`src/rtl/wimax_deinterleaver.sv`:
```
// QPSK (Ncbps=192, d=16) receive bit deinterleaver, ping-pong banks, 1 bit/cycle.
// Optional last_out marker on data_out_index==191 when DEINT_LAST_EN is defined.
module wimax_deinterleaver #(
  parameter int NCBPS = 192,
  parameter int NCPC  = 2,
  parameter int D     = 16
) (
  input  logic       clk,
  input  logic       resetN,
  input  logic       data_in,
  input  logic       valid_in,
  output logic       ready_out,
  output logic       data_out,
  output logic       valid_out,
  input  logic       ready_in,
`ifdef DEINT_LAST_EN
  output logic       last_out,
`endif
  output logic [7:0] data_out_index
);

  localparam int R = NCBPS / D;

  localparam logic [3:0] R_LAST = 4'(R - 1);
  localparam logic [3:0] Q_LAST = 4'(D - 1);
  localparam logic [7:0] K_LAST = 8'(NCBPS - 1);

  if (NCPC != 2) begin : g_ncpc_err
    $error("wimax_deinterleaver: only NCPC=2 is supported");
  end
  if ((NCBPS % D) != 0) begin : g_div_err
    $error("wimax_deinterleaver: NCBPS must be a multiple of D");
  end
  if (NCBPS > 256 || R > 16 || D > 16) begin : g_size_err
    $error("wimax_deinterleaver: counters are 4/4/8 bits wide");
  end

  typedef enum logic [1:0] {
    EMPTY,
    FILLING,
    FULL,
    DRAINING
  } bank_t;

  bank_t            st_q [2];
  bank_t            st_d [2];
  logic [NCBPS-1:0] mem_q [2];
  logic [NCBPS-1:0] mem_d [2];

  logic       wbank_q, wbank_d;
  logic       rbank_q, rbank_d;
  logic [3:0] r_q, r_d;
  logic [3:0] q_q, q_d;
  logic [7:0] rptr_q, rptr_d;
  logic       ready_q, ready_d;
  logic       valid_q, valid_d;
  logic       dout_q, dout_d;
  logic       last_q, last_d;

  logic       wr_en;
  logic       rd_en;
  logic [7:0] waddr;

  assign wr_en = valid_in & ready_q;
  assign rd_en = valid_q & ready_in;

  // Received j = R*q + r lands at original index k = D*r + q.
  assign waddr = 8'(D * int'(r_q) + int'(q_q));

  always_comb begin
    st_d    = st_q;
    mem_d   = mem_q;
    wbank_d = wbank_q;
    rbank_d = rbank_q;
    r_d     = r_q;
    q_d     = q_q;
    rptr_d  = rptr_q;

    if (rd_en) begin
      st_d[rbank_q] = DRAINING;
      if (rptr_q == K_LAST) begin
        st_d[rbank_q] = EMPTY;
        rbank_d       = ~rbank_q;
        rptr_d        = 8'd0;
      end else begin
        rptr_d = rptr_q + 8'd1;
      end
    end

    if (wr_en) begin
      mem_d[wbank_q][waddr] = data_in;
      st_d[wbank_q]         = FILLING;
      if (r_q == R_LAST) begin
        r_d = 4'd0;
        q_d = q_q + 4'd1;
        if (q_q == Q_LAST) begin
          q_d           = 4'd0;
          st_d[wbank_q] = FULL;
          wbank_d       = ~wbank_q;
        end
      end else begin
        r_d = r_q + 4'd1;
      end
    end

    ready_d = (st_d[wbank_d] == EMPTY) ||
              (st_d[wbank_d] == FILLING);
    valid_d = (st_d[rbank_d] == FULL) ||
              (st_d[rbank_d] == DRAINING);
    // Read from next-state storage so a same-edge write is forwarded.
    dout_d  = valid_d & mem_d[rbank_d][rptr_d];
    last_d  = valid_d && (rptr_d == K_LAST);
  end

  always_ff @(posedge clk) begin
    if (!resetN) begin
      st_q[0] <= EMPTY;
      st_q[1] <= EMPTY;
      wbank_q <= 1'b0;
      rbank_q <= 1'b0;
      r_q     <= 4'd0;
      q_q     <= 4'd0;
      rptr_q  <= 8'd0;
      ready_q <= 1'b1;
      valid_q <= 1'b0;
      dout_q  <= 1'b0;
      last_q  <= 1'b0;
    end else begin
      st_q    <= st_d;
      wbank_q <= wbank_d;
      rbank_q <= rbank_d;
      r_q     <= r_d;
      q_q     <= q_d;
      rptr_q  <= rptr_d;
      ready_q <= ready_d;
      valid_q <= valid_d;
      dout_q  <= dout_d;
      last_q  <= last_d;
    end
  end

  always_ff @(posedge clk) begin
    mem_q <= mem_d;
  end

  assign ready_out      = ready_q;
  assign valid_out      = valid_q;
  assign data_out       = dout_q;
  assign data_out_index = rptr_q;

`ifdef DEINT_LAST_EN
  assign last_out = last_q;
`else
  logic unused_last;
  assign unused_last = last_q;
`endif

endmodule

```
`config.mk`:
```
export PLATFORM = sky130hd
export DESIGN_NAME = wimax_deinterleaver
export DESIGN_NICKNAME = d
export VERILOG_FILES = /design/src/rtl/wimax_deinterleaver.sv
export SDC_FILE = /design/constraint.sdc
export NUM_CORES = 1
export LEC_CHECK = 0
export CAP_MARGIN = 10
export CORE_ASPECT_RATIO = 1.75
export CORE_MARGIN = 1.5
export CORE_UTILIZATION = 50
export DETAILED_ROUTE_END_ITERATION = 6
export PLACE_DENSITY = 0.77
export SLEW_MARGIN = 20
export SYNTH_ARGS = -nofsm -noshare
export SYNTH_HDL_FRONTEND = slang
export SYNTH_SLANG_ARGS = --single-unit
```
`constraint.sdc`:
```
create_clock -name clk -period 6.3 [get_ports clk]
set_input_delay 1.26 -clock clk [delete_from_list [all_inputs] [get_ports clk]]
set_output_delay 1.26 -clock clk [all_outputs]
set_load 0.02 [all_outputs]
```
**Word-level counts from Yosys, hierarchy flattened**

Index checks and enable logic that the tools add are counted.

- Flip-flop bits (word level): 409
- Input port bits: 5
- Logic and storage cells: 91

- Add/sub/neg operators: 4
- $lt $le $gt $ge: 9
- Equality and inequality tests: 6
- Mux-type cells: 35
- Bitwise gates (word level): 18
- Reductions and logical operators: 7

Operators with widths:

| cell | count |
|---|---|
| $mux 192 | 4 |
| $bwmux 384 | 1 |
| $mux 384 | 1 |
| $demux 192 s1 | 1 |
| $mux 4 | 7 |
| $lt 8x9->1 const B | 2 |
| $mux 2 | 8 |
| $mux 8 | 2 |
| $add 4x1->4 const B | 2 |
| $add 8x1->8 const B | 1 |
| $add 8x4->8 | 1 |
| $bmux 1 s8 | 1 |
| $demux 1 s8 | 1 |
| $eq 4x4->1 const B | 2 |
| $eq 8x8->1 const B | 1 |
| $ge 2x2->1 const B | 4 |
| $ge 8x1->1 const B | 1 |
| $not 1->2 | 4 |
| $mux 1 | 7 |
| $and 2x2->2 | 2 |
| $and 4x4->4 | 1 |
| $demux 2 s1 | 2 |
| $eq 2x2->1 const B | 2 |
| $lt 2x1->1 const B | 2 |
| 11 further kinds | 19 |

**Logic depth before layout (Yosys ltp)**

Gate-level depths: netlist of the first run.

- Depth in word-level cells: 20
- Gate-level depth with buffers: 16
- Mapped depth without buffers: 12

**Worst setup path before layout of the first run**

No wires, ideal clock.

- Kind: input -> register
- From: in valid_in
- To: reg dout_q, in the netlist data_out
- Library setup time: 0.122 ns
- Data arrival time: 3.819 ns
- Required time: 6.178 ns
- Setup slack: 2.359 ns
- Stages: 12
- Path buffers: 2
- Path through: buf_4 nand3_1 buf_4 nor3_1 mux2_2 mux2_1 mux4_2 a22oi_1 nand4_1 a41oi_2 a311oi_1 a311o_1

RTL lines:

| element | line | text |
|---|---|---|
| start, declared | 11 | `input logic valid_in,` |
| end signal, assigned | 137 | `dout_q <= dout_d;` |
| end, declared | 57 | `logic dout_q, dout_d;` |

==> reports/qor.txt, run 1 <==
outcome = finished, final reports clean
max_slew headroom = 19.7%
crit path launch = valid_in
Yosys reg bits = 407
actual slew at the worst max-slew pin = 1200 ps
number of CTS-inserted buffers = 37
Post-Synthesis Cells = 2095
initial antenna violation count = 0
setup violators final = 0
Clock Skews = 23.2 ps
Initial Util = 50.8%
setup ws final = 1310 ps
Synthesized Nets = 2109
RSZ-0062 raised after global routing = false
min Tclk post-route = 4990 ps
DRC Markers = 0
antenna cell count = 0
hold path start = mem_q[248]
CTS tree = built
GRT Total Usage = 30.9%
post-CTS sizing = 0
Final Cycle Share = 79.2%
Final TNS setup = 0 ps
Setup Buffers After CTS = 0
Async S/R FF share, synth = 0%
Crit. End Element = flop
synthesized area per cell = 9.32 um^2
die height = 264 um
Critical Path RT = 6760 ps
Post-Route WL = 63200 um
Reg clk slew, reported paths = 60 ps
starting DRC count in detailed routing = 1739
Hold Violations, Final = 0
grt total ovfl = 0
multi-input logic area = 10200 um^2
post-DP HPWL = 41100 um
Worst Path Max Fanout = 24
Startpoint Class = primary input
die area = 40300 um^2
Setup WS pre-CTS = 968 ps
Pre-antenna DRT Iters = 6
cell leakage power = 0.00813 uW
Hold-fix buffers, CTS = 0
commonest non-fill, non-tap cell in the layout = dfxtp_1
WL/cell = 25.1 um
die extent in x = 152 um
Root Buffer = clkbuf_16
Max Root-Sink Buffers = 3
PortBufs = 15
RD Place Congestion = 0.941
top_reg_cell synth = dfxtp_1
reg-to-reg critical path startpoint = r_q[2]
mapped cell area = 19500 um^2
Data arrival, critical path = 5450 ps
number of flops mapped to enable cells by yosys = 0
Filler Cell Count = 3307
PD cells = 239 nW/um^2
nets@finish = 2019
CP Class = in -> reg
core area = 38400 um^2
Cell Rows = 95
pin count of the biggest net entering global routing = 91
# IOs = 16
remaining antenna violation count = 0
Max Cap Viol = 0
count of different cell masters after synthesis = 80
Syn-to-layout area delta = 7.76%
warnings from Yosys = 0
worst vdd ir = 0.177 mV
highest-count cells in the layout ignoring fill and taps = 407 x dfxtp_1, 202 x nand2_1, 194 x o21ai_0, 159 x mux2_2, 107 x o31ai_1
Vias = 16637
vias per inst = 6.61
Reg area = 8150 um^2
fraction of layout cells with a size suffix above 1 = 17.8%
insertion delay to the later sink of the worst-skew pair = 580 ps
max-slew violations = 0
Fmax achieved = 201 MHz
clock sinks = 407
Min-Delay Path Class = reg -> reg
H-Tree Depth = 2
global-route wire length before repair = 96000 um
number of global-route vias before repair = 16192
register area share after synthesis = 41.7%
==> critical path, stage by stage <==
cell             delay [ps]
clkdlybuf4s50_1         660
and3b_2                 670
and3_1                  440
buf_4                   270
nand2_1                  80
nand2_1                 100
o21ai_0                  90
mux4_2                  530
a21o_1                  190
nor3_1                  650
o31ai_1                 210
a311o_1                 290
==> synthesized netlist by cell type, types with 9 or more instances <==
master	number	area share, %
dfxtp_1	407	42
nand2_1	205	3.9
o21ai_0	194	5.0
mux2_2	159	9.2
nand3_1	107	2.7
o31ai_1	107	4.1
clkbuf_1	104	2.0
nor3_1	92	2.4
nor2_1	84	1.6
buf_2	71	1.8
mux2i_1	67	3.4
inv_1	46	0.88
mux2_1	34	2.0
nand4_1	27	0.87
o211ai_1	26	1.0
mux4_2	24	2.8
o22ai_1	23	0.74
buf_4	19	0.73
a32oi_1	17	0.76
and3_1	14	0.45
and3b_1	13	0.58
nand2b_1	12	0.38
nand3b_1	12	0.46
o221ai_1	12	0.54
or3_1	12	0.38
buf_6	11	0.63
o311ai_0	11	0.49
and2_1	10	0.32
o221a_2	10	0.58
a21o_1	9	0.35
ha_1	9	0.58
==> state kept, by name (all words and copies together), names as in the netlist <==
register	cells
mem_q	384
rbank_q	1
q_q	4
r_q	4
data_out_index	8
st_q	2
data_out	1
valid_out	1
wbank_q	1
ready_out	1
==> final timing paths <==
| path | depth (start not counted) | slack [ps] | to |
|---|---|---|---|
| worst min-delay path | 2 | 450 | mem_q[248] |
| worst max register to register | 11 | 1890 | data_out |
| worst min register to register | 2 | 450 | mem_q[248] |
| worst max-delay path | 12 | 1310 | data_out |
==> layout make-up <==
class / count / area share, %
clock inverters: 10 / 0.422
well taps: 485 / 2.89
flip-flops and latches: 407 / 38.7
repair buffers: 83 / 3.38
multi-input cells: 1430 / 48.5
clock buffers: 56 / 5.22
inverters: 46 / 0.833
==> routing by layer <==
| metal | vias up | GRT usage [%] | part of all wire [%] |
|---|---|---|---|
| met2 | 961 | 50.7 | 47 |
| met1 | 7878 | 34.5 | 35 |
| li1 | 7463 | - | - |
| met5 | - | 0 | 0 |
| met4 | 0 | 26.3 | 9.6 |
| met3 | 335 | 6.03 | 8.5 |
==> through the flow <==
stage / cells / cell area [um^2] / utilization (%) / hold WS [ps] / power [uW]
final: 2517 / 21000 / 54.8 / 452 / 5030
after global routing: 2517 / 21000 / 54.8 / 468 / 5140
after CTS: 2517 / 21000 / 54.8 / 454 / 5030
after detailed placement: 2451 / 19800 / 51.7 / 440 / 2810
after global placement: 2451 / 19800 / 51.7 / 431 / 2800
after floorplan: 2095 / 19500 / - / 420 / 2760
==> where the power goes <==
group / switching (uW) / internal, uW / leakage [uW]
sequential: 4.97 / 2580 / 0.00328
clock: 1020 / 1250 / 0.000585
combinational: 126 / 48.6 / 0.00426
==> logic make-up after synthesis <==
logic type                 after synthesis  synth area share, %
adders and majority gates                9                0.577
buffers and inverters                  258                 6.21
xor gates and xnor gates                10                0.449
and+or+nand+nor                        633                 16.5
AOI/OAI and AO/OA                      490                 16.9
muxes                                  288                 17.6
DFF                                    407                 41.7
Note: power is estimated with default switching activity, not from simulation.
==> inputs of run 2 (changes only) <==
Clock period 6.3 ns to 4.6 ns, I/O delays scaled along.
==> run 2 against run 1 <==
Against the previous run:
- the flow now finishes with violations (DRC)
- highest routed layer unchanged
- power rose by 40%
- via count is 2.2% higher
- critical path depth unchanged
- worst hold slack better by 7.7 ps
- combinational power increased by 33%
- largest cell class unchanged
- first-iteration DRC count down 12%
- critical path type unchanged
- worst setup slack lost 1200 ps
==> reports/qor.txt, run 2 (synthesis results as in run 1) <==
CTS tree = built
GRT Total Usage = 31.2% (+0.27 points)
insertion delay to the later sink of the worst-skew pair = 560 ps (-20 ps)
Fmax achieved = 222 MHz
die extent in x = 152 um (unchanged)
CP max-delay cell = o311ai_0
Final Cycle Share = 97.7%
Worst Path Max Fanout = 9 (-63%)
commonest non-fill, non-tap cell in the layout = dfxtp_1
Root Buffer = clkbuf_16
Post-Route WL = 63900 um (+1.1%)
critical path's most frequent cell = nand2_1
pin count of the biggest net entering global routing = 142 (+56%)
failing checks = DRC
max-slew violations = 0 (unchanged)
placed cell count = 2525 (+3.0%)
Min-Delay Path Class = reg -> reg
CP Class = in -> reg
Final TNS setup = 0 ps (unchanged)
die height = 264 um (unchanged)
number of global-route vias before repair = 16658 (+2.9%)
remaining antenna violation count = 0 (unchanged)
hold slack = 460 ps (+7.71 ps)
Crit. End Element = flop
dpl cell area = 20500 um^2 (+3.3%)
Syn-to-layout area delta = 11.6%
WL/cell = 24.7 um (-1.8%)
Hold-fix buffers, CTS = 0 (unchanged)
Max Root-Sink Buffers = 3 (unchanged)
actual slew at the worst max-slew pin = 910 ps (-290 ps)
DRC Markers = 5 (+5)
critical path's largest stage delay = 710 ps (+40 ps)
initial antenna violation count = 1 (+1)
core area = 38400 um^2 (unchanged)
Hold Violations, Final = 0 (unchanged)
Setup Buffers After CTS = 0 (unchanged)
Design Area, Final = 21800 um^2 (+3.6%)
Initial Util = 50.8% (unchanged)
grt total ovfl = 0 (unchanged)
fraction of layout cells with a size suffix above 1 = 20.9% (+3.2 points)
worst path cell trace = clkdlybuf4s50_1 -> and3_2 -> and3_1 -> nand2_1 -> nand2_1 -> o21ai_0 -> mux4_2 -> mux2_2 -> o311ai_0 -> buf_4 -> o31ai_1 -> a311o_1
Vias = 17011 (+2.2%)
clock sinks = 407 (unchanged)
largest register by flop count = mem_q
outcome = finished, violations left
highest-count cells in the layout ignoring fill and taps = 407 x dfxtp_1, 203 x nand2_1, 194 x o21ai_0, 159 x mux2_2, 130 x buf_4
Reg clk slew, reported paths = 70 ps (about the same)
max_slew headroom = 39.1% (+19 points)
min Tclk post-route = 4490 ps
Data arrival, critical path = 4940 ps (-510 ps)
final non-filler cell total = 2592 (+3.0%)
number of CTS-inserted buffers = 37 (unchanged)
Critical Path RT = 5050 ps (-1710 ps)
PortBufs = 15 (unchanged)
vias per inst = 6.56 (-0.71%)
PD cells = 323 nW/um^2 (+35%)
die area = 40300 um^2 (unchanged)
setup violators final = 0 (unchanged)
max reg flops = 384 (unchanged)
RSZ-0062 raised after global routing = false
post-CTS sizing = 0 (unchanged)
starting DRC count in detailed routing = 1531 (-12%)
Pre-antenna DRT Iters = 7 (+1)
antenna cell count = 0 (unchanged)
worst vdd ir = 0.231 mV (+30%)
cell leakage power = 0.00858 uW (+5.6%)
Max Cap Viol = 0 (unchanged)
Cell Rows = 95 (unchanged)
H-Tree Depth = 2 (unchanged)
nets@finish = 2093 (+3.7%)
setup ws final = 106 ps (-1210 ps)
Setup WS pre-CTS = -360 ps (-1330 ps)
# IOs = 16 (unchanged)
Clock Skews = 21.1 ps (-2.14 ps)
RD Place Congestion = 0.994 (+5.5%)
global-route wire length before repair = 97000 um (+1.1%)
post-DP HPWL = 44700 um (+8.9%)
Startpoint Class = primary input
==> run 2: final timing paths <==
kind / start / end / slack, ps / depth (start not counted)
min reg2reg: mem_q[15] / mem_q[15] / 460 / 2
max reg2reg: q_q[2] / data_out / 230 / 10
max: valid_in / data_out / 110 / 12
min: mem_q[15] / mem_q[15] / 460 / 2
==> run 2: area by class of cell <==
type	instances	area (um^2)
Multi-Input combinational cell	1430	10200
Fill cell	3281	16600
Tap cell	485	607
Sequential cell	407	8150
Clock inverter	8	68.8
Timing Repair Buffer	157	1370
Clock buffer	59	1210
Inverter	46	175
==> run 2: per-stage QoR <==
stage | total power, uW | util, %
after global placement | 3840 | 53.4
after CTS | 7030 | 56.7
after global routing | 7180 | 56.7
after detailed placement | 3850 | 53.4
after floorplan | 3780 | -
final | 7030 | 56.7
==> run 2: where the power goes <==
part | internal [uW] | switching [uW]
Combinational | 77.4 | 154
Clock | 1860 | 1390
Sequential | 3540 | 5.89
Total | 5480 | 1550
==> run 2: worst max-delay path: cells and delay by family <==
kind / cells / cell delay (ps)
compound gates: 4 / 1160
buf+inv: 2 / 930
mux: 2 / 770
simple gates: 4 / 1170
==> run 2: routing by layer <==
metal	GRT usage, %	wire length [um]
met5	0	0
met3	5.44	4880
met1	33.9	22300
met2	51.8	30300
met4	28.2	6450
